**src/rtl/tetris_pkg.sv**
```systemverilog
// tetris_pkg: board geometry and cell encoding shared by the playfield logic
package tetris_pkg;
  localparam int BOARD_W = 10;
  localparam int BOARD_H = 20;
  localparam int ADDR_W = 8;
  localparam int COLOUR_W = 6;
  localparam int ROW_W = 5;
  localparam int COL_W = 4;
  localparam logic [COLOUR_W-1:0] CELL_EMPTY = 6'd0;
endpackage

```
**src/rtl/line_clear_if.sv**
```systemverilog
// line_clear_if: start/status handshake plus the board RAM port of the line clearer
interface line_clear_if;
  import tetris_pkg::*;
  logic start;
  logic [ADDR_W-1:0] ram_addr;
  logic [COLOUR_W-1:0] ram_rdata;
  logic [COLOUR_W-1:0] ram_wdata;
  logic ram_wren;
  logic busy;
  logic done;
  logic [2:0] lines_cleared;
  modport master (output start, ram_rdata, input ram_addr, ram_wdata, ram_wren, busy, done, lines_cleared);
  modport slave (input start, ram_rdata, output ram_addr, ram_wdata, ram_wren, busy, done, lines_cleared);
endinterface

```
**src/rtl/line_clear_board_addr.sv**
```systemverilog
// board_addr: maps a (row, col) board coordinate to its row-major RAM address
module board_addr
  import tetris_pkg::*;
(
  input  logic [ROW_W-1:0]  row,
  input  logic [COL_W-1:0]  col,
  output logic [ADDR_W-1:0] addr
);
  assign addr = ADDR_W'(row) * ADDR_W'(BOARD_W) + ADDR_W'(col);
endmodule

```
**src/rtl/line_clear.sv**
```systemverilog
// line_clear: scans the board bottom-up, removes full rows and drops everything above them
module line_clear
  import tetris_pkg::*;
(
  input logic clk,
  input logic reset,
  line_clear_if.slave bus
);
  typedef enum logic [2:0] {IDLE, SCAN_RD, SCAN_CHK, SHIFT_RD, SHIFT_WR, CLR_TOP, DONE} state_t;
  localparam logic [ROW_W-1:0] LAST_ROW = ROW_W'(BOARD_H - 1);
  localparam logic [COL_W-1:0] LAST_COL = COL_W'(BOARD_W - 1);
  state_t state_q, state_d;
  logic [ROW_W-1:0] row_q, row_d, dst_q, dst_d, arow;
  logic [COL_W-1:0] col_q, col_d;
  logic [2:0] lc_q, lc_d;
  logic [ADDR_W-1:0] addr_q, addr_d;
  logic [COLOUR_W-1:0] wdata_q, wdata_d;
  logic wren_q, wren_d, busy_q, busy_d, done_q, done_d;
  always_comb begin
    state_d = state_q;
    row_d = row_q;
    col_d = col_q;
    dst_d = dst_q;
    lc_d = lc_q;
    case (state_q)
      IDLE: if (bus.start) begin
        state_d = SCAN_RD;
        row_d = LAST_ROW;
        col_d = '0;
        lc_d = '0;
      end
      SCAN_RD: state_d = SCAN_CHK;
      SCAN_CHK: if (bus.ram_rdata == CELL_EMPTY) begin
        state_d = (row_q == '0) ? DONE : SCAN_RD;
        row_d = (row_q == '0) ? row_q : row_q - 5'd1;
        col_d = '0;
      end else if (col_q != LAST_COL) begin
        state_d = SCAN_RD;
        col_d = col_q + 4'd1;
      end else begin
        state_d = (row_q == '0) ? CLR_TOP : SHIFT_RD;
        dst_d = row_q;
        col_d = '0;
        lc_d = (lc_q == 3'd7) ? lc_q : lc_q + 3'd1;
      end
      SHIFT_RD: state_d = SHIFT_WR;
      SHIFT_WR: if (col_q == LAST_COL) begin
        state_d = (dst_q == 5'd1) ? CLR_TOP : SHIFT_RD;
        dst_d = dst_q - 5'd1;
        col_d = '0;
      end else begin
        state_d = SHIFT_RD;
        col_d = col_q + 4'd1;
      end
      // row_q still names the row that was full, so the re-scan starts there
      CLR_TOP: if (col_q == LAST_COL) begin
        state_d = SCAN_RD;
        col_d = '0;
      end else col_d = col_q + 4'd1;
      DONE: state_d = IDLE;
      default: state_d = IDLE;
    endcase
  end
  // Outputs are registered from the next state so they line up with the state they belong to
  assign arow = (state_d == SHIFT_RD) ? dst_d - 5'd1 :
                (state_d == SHIFT_WR) ? dst_d :
                (state_d == CLR_TOP) ? '0 : row_d;
  board_addr u_addr (.row(arow), .col(col_d), .addr(addr_d));
  always_comb begin
    wren_d = (state_d == SHIFT_WR) || (state_d == CLR_TOP);
    wdata_d = (state_d == SHIFT_WR) ? bus.ram_rdata : CELL_EMPTY;
    busy_d = state_d != IDLE;
    done_d = state_d == DONE;
  end
  always_ff @(posedge clk or posedge reset) begin
    if (reset) begin
      state_q <= IDLE;
      row_q <= '0;
      col_q <= '0;
      dst_q <= '0;
      lc_q <= '0;
      addr_q <= '0;
      wdata_q <= '0;
      wren_q <= 1'b0;
      busy_q <= 1'b0;
      done_q <= 1'b0;
    end else begin
      state_q <= state_d;
      row_q <= row_d;
      col_q <= col_d;
      dst_q <= dst_d;
      lc_q <= lc_d;
      addr_q <= addr_d;
      wdata_q <= wdata_d;
      wren_q <= wren_d;
      busy_q <= busy_d;
      done_q <= done_d;
    end
  end
  assign bus.ram_addr = addr_q;
  assign bus.ram_wdata = wdata_q;
  assign bus.ram_wren = wren_q;
  assign bus.busy = busy_q;
  assign bus.done = done_q;
  assign bus.lines_cleared = lc_q;
endmodule

```
**src/flat_wrapper.sv**
```systemverilog
// flat-port wrapper written by rule: the top's interface ports become plain ports
module line_clear_flat import tetris_pkg::*;
  (clk, reset, bus_start, bus_ram_rdata, bus_ram_addr, bus_ram_wdata, bus_ram_wren, bus_busy, bus_done, bus_lines_cleared);
  line_clear_if bus_i ();
  input logic clk;
  input logic reset;
  input wire logic [$bits(bus_i.start)-1:0] bus_start;
  input wire logic [$bits(bus_i.ram_rdata)-1:0] bus_ram_rdata;
  output wire logic [$bits(bus_i.ram_addr)-1:0] bus_ram_addr;
  output wire logic [$bits(bus_i.ram_wdata)-1:0] bus_ram_wdata;
  output wire logic [$bits(bus_i.ram_wren)-1:0] bus_ram_wren;
  output wire logic [$bits(bus_i.busy)-1:0] bus_busy;
  output wire logic [$bits(bus_i.done)-1:0] bus_done;
  output wire logic [$bits(bus_i.lines_cleared)-1:0] bus_lines_cleared;
  assign bus_i.start = bus_start;
  assign bus_i.ram_rdata = bus_ram_rdata;
  assign bus_ram_addr = bus_i.ram_addr;
  assign bus_ram_wdata = bus_i.ram_wdata;
  assign bus_ram_wren = bus_i.ram_wren;
  assign bus_busy = bus_i.busy;
  assign bus_done = bus_i.done;
  assign bus_lines_cleared = bus_i.lines_cleared;
  line_clear u_core (.clk(clk), .reset(reset), .bus(bus_i));
endmodule
```
**config.mk**
```make
export PLATFORM = sky130hd
export DESIGN_NAME = line_clear_flat
export DESIGN_NICKNAME = d
export VERILOG_FILES = /design/src/rtl/tetris_pkg.sv /design/src/rtl/line_clear_if.sv /design/src/rtl/line_clear_board_addr.sv /design/src/rtl/line_clear.sv /design/src/flat_wrapper.sv
export SDC_FILE = /design/constraint.sdc
export NUM_CORES = 1
export LEC_CHECK = 0
export BUFFER_PORTS_ARGS = -buffer_cell sky130_fd_sc_hd__buf_2
export CAP_MARGIN = 0
export CORE_MARGIN = 4
export CORE_UTILIZATION = 34
export CTS_CLUSTER_DIAMETER = 150
export CTS_CLUSTER_SIZE = 24
export DETAILED_ROUTE_END_ITERATION = 6
export HOLD_SLACK_MARGIN = 0.02
export SLEW_MARGIN = 20
export SYNTH_ARGS = -nofsm -noshare
export SYNTH_HDL_FRONTEND = slang
export SYNTH_HIERARCHICAL = 1
export SYNTH_SLANG_ARGS = --single-unit
export TNS_END_PERCENT = 20
```
**constraint.sdc**
```tcl
create_clock -name clk -period 9.07 [get_ports clk]
set_input_delay 1.3605 -clock clk [delete_from_list [all_inputs] [get_ports clk]]
set_output_delay 1.3605 -clock clk [all_outputs]
set_load 0.02 [all_outputs]
```
==> Word-level counts from Yosys, hierarchy flattened <==
Cells that the tools add are included.
{ "word_totals": {"elab_cells": 73, "output_inout_bits": 20, "reg_bits": 37, "inputBits": 9} }
{ "classes": {"n_reduce_logical": 8, "add_sub_neg": 6, "n_eq_ne": 17, "n_mul": 1, "mux": 31} }
{ "ops": {"columns": ["op", "n"], "rows": [
  ["$mux W5", 9],
  ["$mux W3", 12],
  ["$pmux W5 S2", 2],
  ["$eq A3 B3 Y1 const B", 6],
  ["$pmux W3 S6", 1],
  ["$mux W4", 4],
  ["$sub A5 B1 Y5 const B", 3],
  ["$pmux W4 S3", 1],
  ["$eq A3 B2 Y1 const B", 3],
  ["$add A8 B4 Y8", 1],
  ["$ne A2 B2 Y1 const B", 4],
  ["$mul A5 B3 Y7 const B", 1],
  ["$logic_not A6 Y1", 1],
  ["$mux W6", 1],
  ["$pmux W3 S2", 1],
  ["$eq A5 B1 Y1 const B", 1],
  ["$logic_not A5 Y1", 1],
  ["$reduce_and A5 Y1", 1],
  ["$add A4 B1 Y4 const B", 1],
  ["$eq A4 B4 Y1 const B", 1],
  ["$ne A4 B4 Y1 const B", 1],
  ["$add A3 B1 Y3 const B", 1],
  ["$eq A3 B1 Y1 const B", 1],
  ["$logic_not A3 Y1", 1],
  ["other kinds (4)", 4]
]} }

==> Logic depth before layout (Yosys ltp) <==
Gate-level depths: netlist of run 1.
{ "logic_depth": {"ltp_word": 11, "mapped_depth": 17, "mapped_depth_nobuf": 16} }

==> Hierarchy <==
The synthesis of run 1 kept the hierarchy.
{ "modules_own_cells": {"columns": ["module", "cells_each", "seq_area_each_um2", "area_per_inst_um2", "n_inst"], "rows": [
  ["line_clear", 207, 925.9, 2030.7, 1],
  ["board_addr", 28, 0.0, 271.5, 1]
]} }

==> Least setup slack after synthesis of run 1 <==
Ideal clock, no wire load.
{ "synth_timing": {"kind": "in2reg", "start": "in bus_ram_rdata[0]", "end": "reg u_core.addr_q[7] (netlist: u_core/bus.ram_addr[7])", "slack_ns": 4.363, "arrival_ns": 4.576, "path_buffers": 0, "stages": 13, "path_cell_list": "or4_1 nor3_1 a211o_2 a22oi_1 and4_1 or4_1 ha_1 ha_1 fa_1 xor2_1 nand4_1 xnor2_1 xnor2_1"} }
{ "synth_via": {"elab_chain_len": 9} }
{ "synth_rtl": {"columns": ["item", "line", "source"], "rows": [
  ["start, declared", "flat_wrapper.sv:8", "input wire logic [$bits(bus_i.ram_rdata)-1:0] bus_ram_rdata;"],
  ["$logic_not A6 Y1 (*)", "line_clear.sv:33", "SCAN_CHK: if (bus.ram_rdata == CELL_EMPTY) begin"],
  ["branches (longest 5 deep; another with $sub A5 B1 Y5)", null, null],
  ["$mux W5 (*)", "line_clear.sv:65", "assign arow = (state_d == SHIFT_RD) ? dst_d - 5'd1 :"],
  ["net u_core.arow[3]", "line_clear.sv:13", "logic [ROW_W-1:0] row_q, row_d, dst_q, dst_d, arow;"],
  ["$mul A5 B3 Y7 (*)", "line_clear_board_addr.sv:9", "assign addr = ADDR_W'(row) * ADDR_W'(BOARD_W) + ADDR_W'(col);"],
  ["$add A8 B4 Y8 (*)", "line_clear_board_addr.sv:9", null],
  ["net u_core.addr_d[7]", "line_clear.sv:16", "logic [ADDR_W-1:0] addr_q, addr_d;"],
  ["end signal, assigned", "line_clear.sv:93", "addr_q <= addr_d;"],
  ["end, declared", "line_clear.sv:16", null]
]} }
Mark *: on every way through the listed nets, which the timed path passes.
A chain may end at the register's enable or synchronous reset.

==> Worst setup path in the final report of run 1 <==
Ends and elaborated chain as after synthesis.

==> key figures, run 1 <==
Synth
  • Synth warn: 6
  • Syn_nets: 263
  • Syn Area/Cell: 9.80 µm²
  • Yosys reg bits: 37
  • Synth cell types: 56
  • Top cell type's share of synthesized area: 0.402
  • Cell Area, Synth: 2300 µm²
  • Cells after synthesis: 235
  • Sequential fraction of the synthesis area: 0.402
  • Ys async rst share: 1.00
  • Top FF cell, synth: dfrtp_1
  • Top post-synthesis cells by area: dfrtp_1 40%, ha_1 9.2%, o21ai_0 3.7%
  • Cell taking the most area after synthesis: dfrtp_1
  • EDFF count, synth: 0

Drt
  • Pre-Repair DR Iteration Count: 4
  • DRC: 0
  • DR WL/cell: 15.2 µm
  • Antenna Nets Post-Route: 0
  • Final wirelength: 5130 µm
  • DRT iter0 DRCs: 135
  • DR vias/cell: 5.46
  • Vias: 1846

Setup path
  • Critical Path AT: 5.22 ns
  • Critical path's largest stage delay: 0.47 ns
  • Setup CP Type: input pin to flop
  • Worst path cell trace: buf_2, nor4_4, a21oi_4, a21oi_1, a2bb2oi_1, ha_1, nor3b_1, a211oi_1, nor3_1, ha_1, fa_1, xor2_1, nand4_1, xnor2_1, xnor2_1
  • Slowest CP cell: nor4_4
  • Crit start category: input pin
  • CP delay by family, top: simple AND/OR/NAND/NOR gates
  • Worst path bufs/invs: 1
  • Critical Path Sink Type: flop
  • Crit-path max FO: 9
  • Worst Path Required: 9.27 ns

CTS
  • Worst-skew pair later-pin latency: 0.28 ns
  • Htree depth: 2
  • Clock tree root driver cell: clkbuf_8
  • CTS buffer count: 5
  • Post-cts sizing count: 0
  • Deepest clock path buffer count: 2
  • Worst-path clk slew: 0.07 ns
  • CTS hold repair buffers: 0
  • Clock Sinks: 37
  • Post-CTS setup buffers: 0
  • CTS tree: yes

Die
  • Vert. Die Dim: 90.3 µm
  • Starting Density: 0.356
  • CORE AREA: 6460 µm²
  • # IOs: 29
  • Cell Rows: 29
  • Die width: 90.3 µm
  • Die ar.: 8150 µm²

Final layout
  • Area Overhead vs Synth: 11.5%
  • Most frequent cells in the layout: 37 x dfrtp_1, 28 x buf_2, 18 x nand2_1
  • Fin nets: 289
  • Design area: 2570 µm²
  • Share of post-route cells with drive strength above 1: 0.172
  • Most common cell after layout, fill and taps aside: dfrtp_1
  • Filler cell count: 672
  • Final Util: 0.398
  • N_diodes: 0

Timing
  • Max-slew violations: 0
  • Clock skew: 0.00652 ns
  • Setup TNS: 0 ns
  • Least-Margin Pin Slew: 0.625 ns
  • Setup violations, final: 0
  • RSZ-0062 raised after global routing: no
  • Relative max-transition margin: 0.582
  • Final Critical Period: 5.01 ns
  • Final period util: 0.553
  • Final Hold Violating Endpoints: 0
  • Max Fclk: 0.200 GHz

Global route
  • Initial antenna violation count: 0
  • Grt ovf: 0
  • Largest net degree at the start of global routing: 38
  • First-pass GRT wire length: 8840 µm
  • Met2 Use GR: 0.208
  • Total GRT Usage: 0.131
  • Vias in the first global route: 1783
  • Met3 usage: 0.0317
  • GRT met1 Usage: 0.179
  • Layer with the highest usage: met2

Placement
  • GPL Wtd Cong: 0.874
  • Dpl cell area: 2480 µm²
  • Number of port buffers: 28
  • Hpwl dp: 3840 µm

Job
  • Max cap viols: 0

Power and ir drop
  • Pwr/cell area: 113 nW/µm²
  • VDD IR max: 0.0000598 V
  • Lkg Pwr: 1.20 nW

Min path
  • Hold crit path type: flop to flop

Run status
  • Status: completed
==> flip-flops by register name, indices dropped and copies added (netlist names) <==
name	cells
u_core/bus.ram_wren	1
u_core/dst_q	5
u_core/bus.ram_addr	8
u_core/bus.busy	1
u_core/row_q	5
u_core/state_q	3
u_core/bus.done	1
u_core/col_q	4
u_core/bus.ram_wdata	6
u_core/bus.lines_cleared	3
==> cell families (layout without fill, tap and decap cells) <==
group                      Yosys count  after routing  share of synthesized area
adders and majority gates           19             19                      0.110
muxes                                3              3                     0.0130
DFF                                 37             37                      0.402
xor gates and xnor gates             8              8                     0.0304
buffers and inverters               25             51                     0.0527
AOI/OAI and AO/OA                   57             57                      0.170
and+or+nand+nor                     86             86                      0.222
==> layout make-up <==
cell class              count  area (µm²)  area share
clock buffers               7        86.3      0.0336
inverters                  15        56.3      0.0219
multi-input cells         173        1250       0.489
flip-flops and latches     37         926       0.361
well taps                  77        96.3      0.0375
repair buffers             29         148      0.0575
==> cells in the mapped netlist, drive strengths merged, types with 5 or more instances <==
cell type  count
nor3           7
inv           15
clkbuf         5
nand2         18
nand3          6
xnor2          5
ha            17
nor2          13
dfrtp         37
o21ai         17
buf            5
a22oi          5
a21oi         11
and3           9
==> metrics by stage <==
step	total power [mW]	worst slack [ns]	hold WS (ns)	cells
floorplan	0.173	4.36	0.485	235
global placement	0.178	3.86	0.509	331
detailed placement	0.178	3.80	0.537	331
CTS	0.297	4.09	0.552	338
global route	0.304	3.75	0.593	338
finish	0.290	4.06	0.545	338
==> worst register-to-register path, cell delays in order (launching register included) <==
cell and delay (ns):
dfrtp_1 0.57, or3b_1 0.60, a21oi_4 0.31, o21ai_0 0.12
a2bb2oi_1 0.33, ha_1 0.22, nor3b_1 0.33, a211oi_1 0.13
nor3_1 0.42, ha_1 0.35, fa_1 0.44, xor2_1 0.21
nand4_1 0.14, xnor2_1 0.20, xnor2_1 0.14
==> power breakdown <==
part           internal [mW]  switching, mW  leakage [nW]  total, mW
clock network         0.0603         0.0555        0.0443      0.116
logic                0.00279        0.00622         0.698    0.00901
registers              0.165              0         0.460      0.165
total                  0.228         0.0617          1.20      0.290
==> layer usage <==
metal  wire length, µm  up-vias
li1                  -      903
met1              2430      883
met2              2340       54
met3               318        6
met4                43        0
met5                 0        -
==> path summary, 6_finish.rpt <==
check                                             from  cells past startpoint  slack, ns                          end
min in group asynchronous                        reset                      3       1.19            u_core/state_q[0]
min                        u_core/bus.lines_cleared[2]                      2       0.55  u_core/bus.lines_cleared[2]
max                                   bus_ram_rdata[0]                     15       4.06       u_core/bus.ram_addr[7]
max in group asynchronous                        reset                      3       7.55       u_core/bus.ram_addr[0]
min reg2reg                u_core/bus.lines_cleared[2]                      2       0.55  u_core/bus.lines_cleared[2]
max reg2reg                          u_core/state_q[0]                     14       4.51       u_core/bus.ram_addr[7]
No activity file was read; power rests on OpenSTA's default activity.
==> run 2: changes to the inputs <==
clock period = 4.85 ns   (was 9.07 ns; I/O delays follow)
==> key figures, run 2 (synthesis results as in run 1) <==
Global route
  • Total GRT Usage: 0.136
  • First-pass GRT wire length: 9220 µm
  • Vias in the first global route: 1965
  • Initial antenna violation count: 0
  • Grt ovf: 0
  • Largest net degree at the start of global routing: 38

Timing
  • Final Hold Violating Endpoints: 0
  • Relative max-transition margin: 0.573
  • Setup violations, final: 0
  • Max Fclk: 0.225 GHz
  • Setup TNS: 0 ns
  • Max-slew violations: 0
  • Least-Margin Pin Slew: 0.632 ns
  • RSZ-0062 raised after global routing: no
  • Final period util: 0.916
  • Clock skew: 0.00683 ns
  • Final Critical Period: 4.44 ns
  • Final worst slack: 0.407 ns

Final layout
  • Most frequent cells in the layout: 37 x dfrtp_1, 28 x buf_2, 18 x nand2_1
  • Filler cell count: 642
  • Footprint of the multi-input gates: 1250 µm²
  • Register area: 926 µm²
  • Area Overhead vs Synth: 13.6%
  • Fin nets: 291
  • N_diodes: 0
  • Share of post-route cells with drive strength above 1: 0.186
  • Max reg flops: 8
  • Most common cell after layout, fill and taps aside: dfrtp_1

Placement
  • Pre-CTS setup slack: 0.202 ns
  • Number of port buffers: 28
  • Hpwl dp: 4040 µm
  • GPL Wtd Cong: 0.850

CTS
  • Clock Sinks: 37
  • CTS tree: yes
  • Worst-skew pair later-pin latency: 0.29 ns
  • CTS hold repair buffers: 0
  • Htree depth: 2
  • Post-CTS setup buffers: 0
  • Deepest clock path buffer count: 2
  • Worst-path clk slew: 0.08 ns
  • Post-cts sizing count: 0
  • CTS buffer count: 5
  • Clock tree root driver cell: clkbuf_8

Die
  • Die width: 90.3 µm
  • CORE AREA: 6460 µm²
  • Cell Rows: 29
  • Die ar.: 8150 µm²
  • Starting Density: 0.356
  • # IOs: 29
  • Vert. Die Dim: 90.3 µm

Setup path
  • Critical Path AT: 4.66 ns
  • Crit-path max FO: 11
  • Crit start category: flop
  • Setup CP Type: flop to flop
  • Critical Path Sink Type: flop
  • Worst Path Required: 5.07 ns

Job
  • Max cap viols: 0

Drt
  • Antenna Nets Post-Route: 0
  • DRT iter0 DRCs: 158
  • DR vias/cell: 5.59
  • Final wirelength: 5260 µm
  • DRC: 0
  • Vias: 1906
  • Pre-Repair DR Iteration Count: 4
  • DR WL/cell: 15.4 µm

Power and ir drop
  • Overall Power: 0.605 mW
  • VDD IR max: 0.000196 V
  • Lkg Pwr: 1.22 nW
  • Pwr/cell area: 231 nW/µm²

Run status
  • Status: completed

Min path
  • Hold crit path type: input pin to asynchronous set/reset pin
==> run 2: path summary, 6_finish.rpt <==
| path | start | to | slack [ns] | cells after the start |
|---|---|---|---|---|
| setup / recovery | u_core/state_q[2] | u_core/bus.ram_addr[7] | 0.41 | 14 |
| hold / removal | reset | u_core/bus.lines_cleared[1] | 0.54 | 3 |
| setup reg to reg | u_core/state_q[2] | u_core/bus.ram_addr[7] | 0.41 | 14 |
| hold reg to reg | u_core/bus.lines_cleared[2] | u_core/bus.lines_cleared[2] | 0.54 | 2 |
| max in group asynchronous | reset | u_core/bus.ram_wdata[2] | 3.98 | 3 |
| min in group clk | u_core/bus.lines_cleared[2] | u_core/bus.lines_cleared[2] | 0.54 | 2 |
==> run 2: layout make-up <==
cell class | count | area share
Multi-Input combinational cell | 173 | 0.480
Sequential cell | 37 | 0.354
Timing Repair Buffer | 31 | 0.0622
Tap cell | 77 | 0.0368
Clock buffer | 6 | 0.0316
Inverter | 15 | 0.0215
Clock inverter | 2 | 0.0143
==> run 2: metrics by stage <==
step | hold slack (ns) | instance area, µm² | util | cells
2_1_floorplan | 0.485 | 2300 | - | 235
3_3_place_gp | 0.508 | 2500 | 0.386 | 333
3_5_place_dp | 0.519 | 2500 | 0.386 | 333
4_1_cts | 0.534 | 2620 | 0.405 | 341
5_1_grt | 0.553 | 2620 | 0.405 | 341
6_report | 0.535 | 2620 | 0.405 | 341
==> run 2: routing by layer <==
layer  wire, µm  vias to the layer above  GRT usage  part of all wire
li1           -                      909          -                 -
met1       2430                      935      0.179              0.46
met2       2480                       55      0.227              0.47
met3        305                        7     0.0308             0.058
met4         49                        0     0.0332            0.0093
met5          0                        -          0                 0
==> run 2: where the power goes <==
group          internal [mW]  switching (mW)
clock network          0.167           0.112
registers              0.309               0
logic                0.00523          0.0119
==> run 2: critical path, stage by stage, from the launching register on <==
cell,delay [ns]
dfrtp_1,0.50
or3b_1,0.59
a21oi_4,0.31
o21ai_0,0.12
a2bb2oi_1,0.33
ha_1,0.22
nor3b_1,0.32
a211oi_1,0.13
nor3_1,0.38
ha_1,0.35
fa_1,0.44
xor2_1,0.22
nand4_1,0.15
xnor2_1,0.20
xnor2_1,0.13
==> run 3: changes to the inputs <==
REMOVE_ABC_BUFFERS = 1   (was default)
clock period = 3.7 ns   (was 4.85 ns; I/O delays follow)
==> key figures, run 3 (synthesis results as in run 1) <==
Placement
  • Number of port buffers: 28
  • Dpl cell area: 2980 µm²
  • Placed Cells incl. Taps: 398
  • GPL Wtd Cong: 0.883
  • Hpwl dp: 4500 µm

CTS
  • Clock tree root driver cell: clkbuf_8
  • CTS buffer count: 5
  • Clock Sinks: 37
  • Worst-skew pair later-pin latency: 0.28 ns
  • CTS hold repair buffers: 0
  • Worst-path clk slew: 0.07 ns
  • Deepest clock path buffer count: 2
  • CTS tree: yes
  • Htree depth: 2

Setup path
  • Slowest CP cell: or4_4
  • Crit start category: flop
  • Crit path capture: u_core/bus.ram_addr[7]
  • Setup crit start: u_core/state_q[0]
  • RR Endpoint: u_core/bus.ram_addr[7]
  • Worst Path Required: 3.91 ns
  • Crit-path max FO: 6
  • Critical path's largest stage delay: 0.56 ns
  • Critical Path Sink Type: flop
  • R2R depth: 12
  • Setup CP Type: flop to flop
  • Reg2reg start: u_core/state_q[0]
  • Reg2reg setup slack: -0.04 ns
  • Worst path cell trace: or3b_4, a21oi_4, a211oi_4, or2_4, and3_1, or4_4, ha_4, ha_4, fa_2, nand4_1, xnor2_1, xnor2_1
  • Critical Path AT: 3.95 ns

Power and ir drop
  • P_sw: 0.150 mW
  • Lkg Pwr: 1.59 nW
  • VDD IR max: 0.000182 V
  • Flop pwr share: 0.579
  • Clock share of power: 0.384
  • Cell Int Power: 0.549 mW
  • Combinational share of power: 0.038
  • Switching share of power: 0.215
  • Pwr/cell area: 205 nW/µm²

Final layout
  • Final Util: 0.528
  • Area Overhead vs Synth: 48.3%
  • Max reg flops: 8
  • Fin nets: 369
  • Design area: 3410 µm²
  • Share of post-route cells with drive strength above 1: 0.471
  • Most common cell after layout, fill and taps aside: buf_4
  • Final std cells w/o fill: 419
  • N_diodes: 0
  • Most frequent cells in the layout: 77 x buf_4, 35 x dfrtp_1, 26 x buf_2

Timing
  • RSZ-0062 raised after global routing: yes
  • Final period util: 1.01
  • Final Critical Period: 3.74 ns
  • Clock skew: 0.00611 ns
  • Least-Margin Pin Slew: 0.484 ns
  • Relative max-transition margin: 0.674
  • Max Fclk: 0.267 GHz
  • Setup TNS: -0.0421 ns
  • Final Hold Violating Endpoints: 0
  • Setup violations, final: 1
  • Max-slew violations: 0
  • Final worst slack: -0.0421 ns

Global route
  • Grt ovf: 0
  • Total GRT Usage: 0.155
  • Layer with the highest usage: met2
  • Vias in the first global route: 2169
  • First-pass GRT wire length: 10300 µm
  • Met3 usage: 0.0342
  • GRT met1 Usage: 0.195
  • Largest net degree at the start of global routing: 38
  • Met2 Use GR: 0.269
  • Initial antenna violation count: 0

Drt
  • DR WL/cell: 15.0 µm
  • Antenna Nets Post-Route: 0
  • Vias: 2203
  • Pre-Repair DR Iteration Count: 4
  • DRT iter0 DRCs: 124
  • DR vias/cell: 5.26
  • Final wirelength: 6290 µm
  • DRC: 0

Job
  • Max cap viols: 0

Die
  • Die width: 90.3 µm
  • Cell Rows: 29
  • Vert. Die Dim: 90.3 µm
  • CORE AREA: 6460 µm²
  • # IOs: 29
  • Die ar.: 8150 µm²
  • Starting Density: 0.356

Min path
  • Hold crit path type: input pin to asynchronous set/reset pin

Run status
  • Failing checks: setup timing
  • Status: finished, violations left
-- run 3: cell count changes in the layout (fill, tap and decap cells not counted), sizes merged --
cell and change:
buf +78, clkbuf +2, bufinv -1, clkinvlp -1
-- run 3: what timing repair did --
action,4_1_cts,5_1_grt
gates resized for setup,30,25
pin swaps,20,18
buffers inserted,4,10
setup endpoints to repair,3,3
gates cloned,0,0
-- run 3: metrics by stage --
stage | power [mW] | setup WS, ns | hold slack (ns)
floorplan | 0.424 | -0.216 | 0.485
global placement | 0.437 | -0.433 | 0.511
detailed placement | 0.438 | -0.536 | 0.525
CTS | 0.715 | -0.0407 | 0.385
global route | 0.739 | -0.141 | 0.422
finish | 0.699 | -0.0421 | 0.368
-- run 3: area by class of cell --
cell class                      instances  area (µm²)
Clock buffer                            8        80.1
Fill cell                             564        3050
Inverter                               15        56.3
Timing Repair Buffer                  109         776
Tap cell                               77        96.3
Multi-Input combinational cell        173        1480
Sequential cell                        37         928
-- run 3: how the worst min path moves through the flow --
stage	end	slack (ns)	cells after the start
after floorplan	u_core/col_q[3]	0.48	1
after global placement	u_core/bus.lines_cleared[2]	0.51	2
after detailed placement	u_core/bus.lines_cleared[2]	0.52	2
after CTS	u_core/dst_q[1]	0.38	3
after global routing	u_core/bus.ram_wren	0.42	3
final	u_core/row_q[0]	0.37	3
-- run 3: per-layer routing --
layer / vias up / wire [µm]
li1: 1066 / -
met3: 7 / 355
met5: - / 0
met4: 0 / 57
met1: 1059 / 2690
met2: 71 / 3190
-- run 3: critical path: cells and delay by family, from the launching register on --
kind / cells / cell delay (ns)
DFF: 1 / 0.44
xor gates and xnor gates: 2 / 0.33
AOI/OAI and AO/OA: 2 / 0.36
adders and majority gates: 3 / 0.97
and+or+nand+nor: 5 / 1.58
-- run 3: power by group through the flow --
stage	registers [mW]	logic [mW]	clock network [mW]
CTS	0.404	0.0271	0.283
floorplan	0.412	0.0116	0
global placement	0.412	0.0249	0
detailed placement	0.412	0.0252	0
finish	0.405	0.0262	0.268
global route	0.404	0.0300	0.305
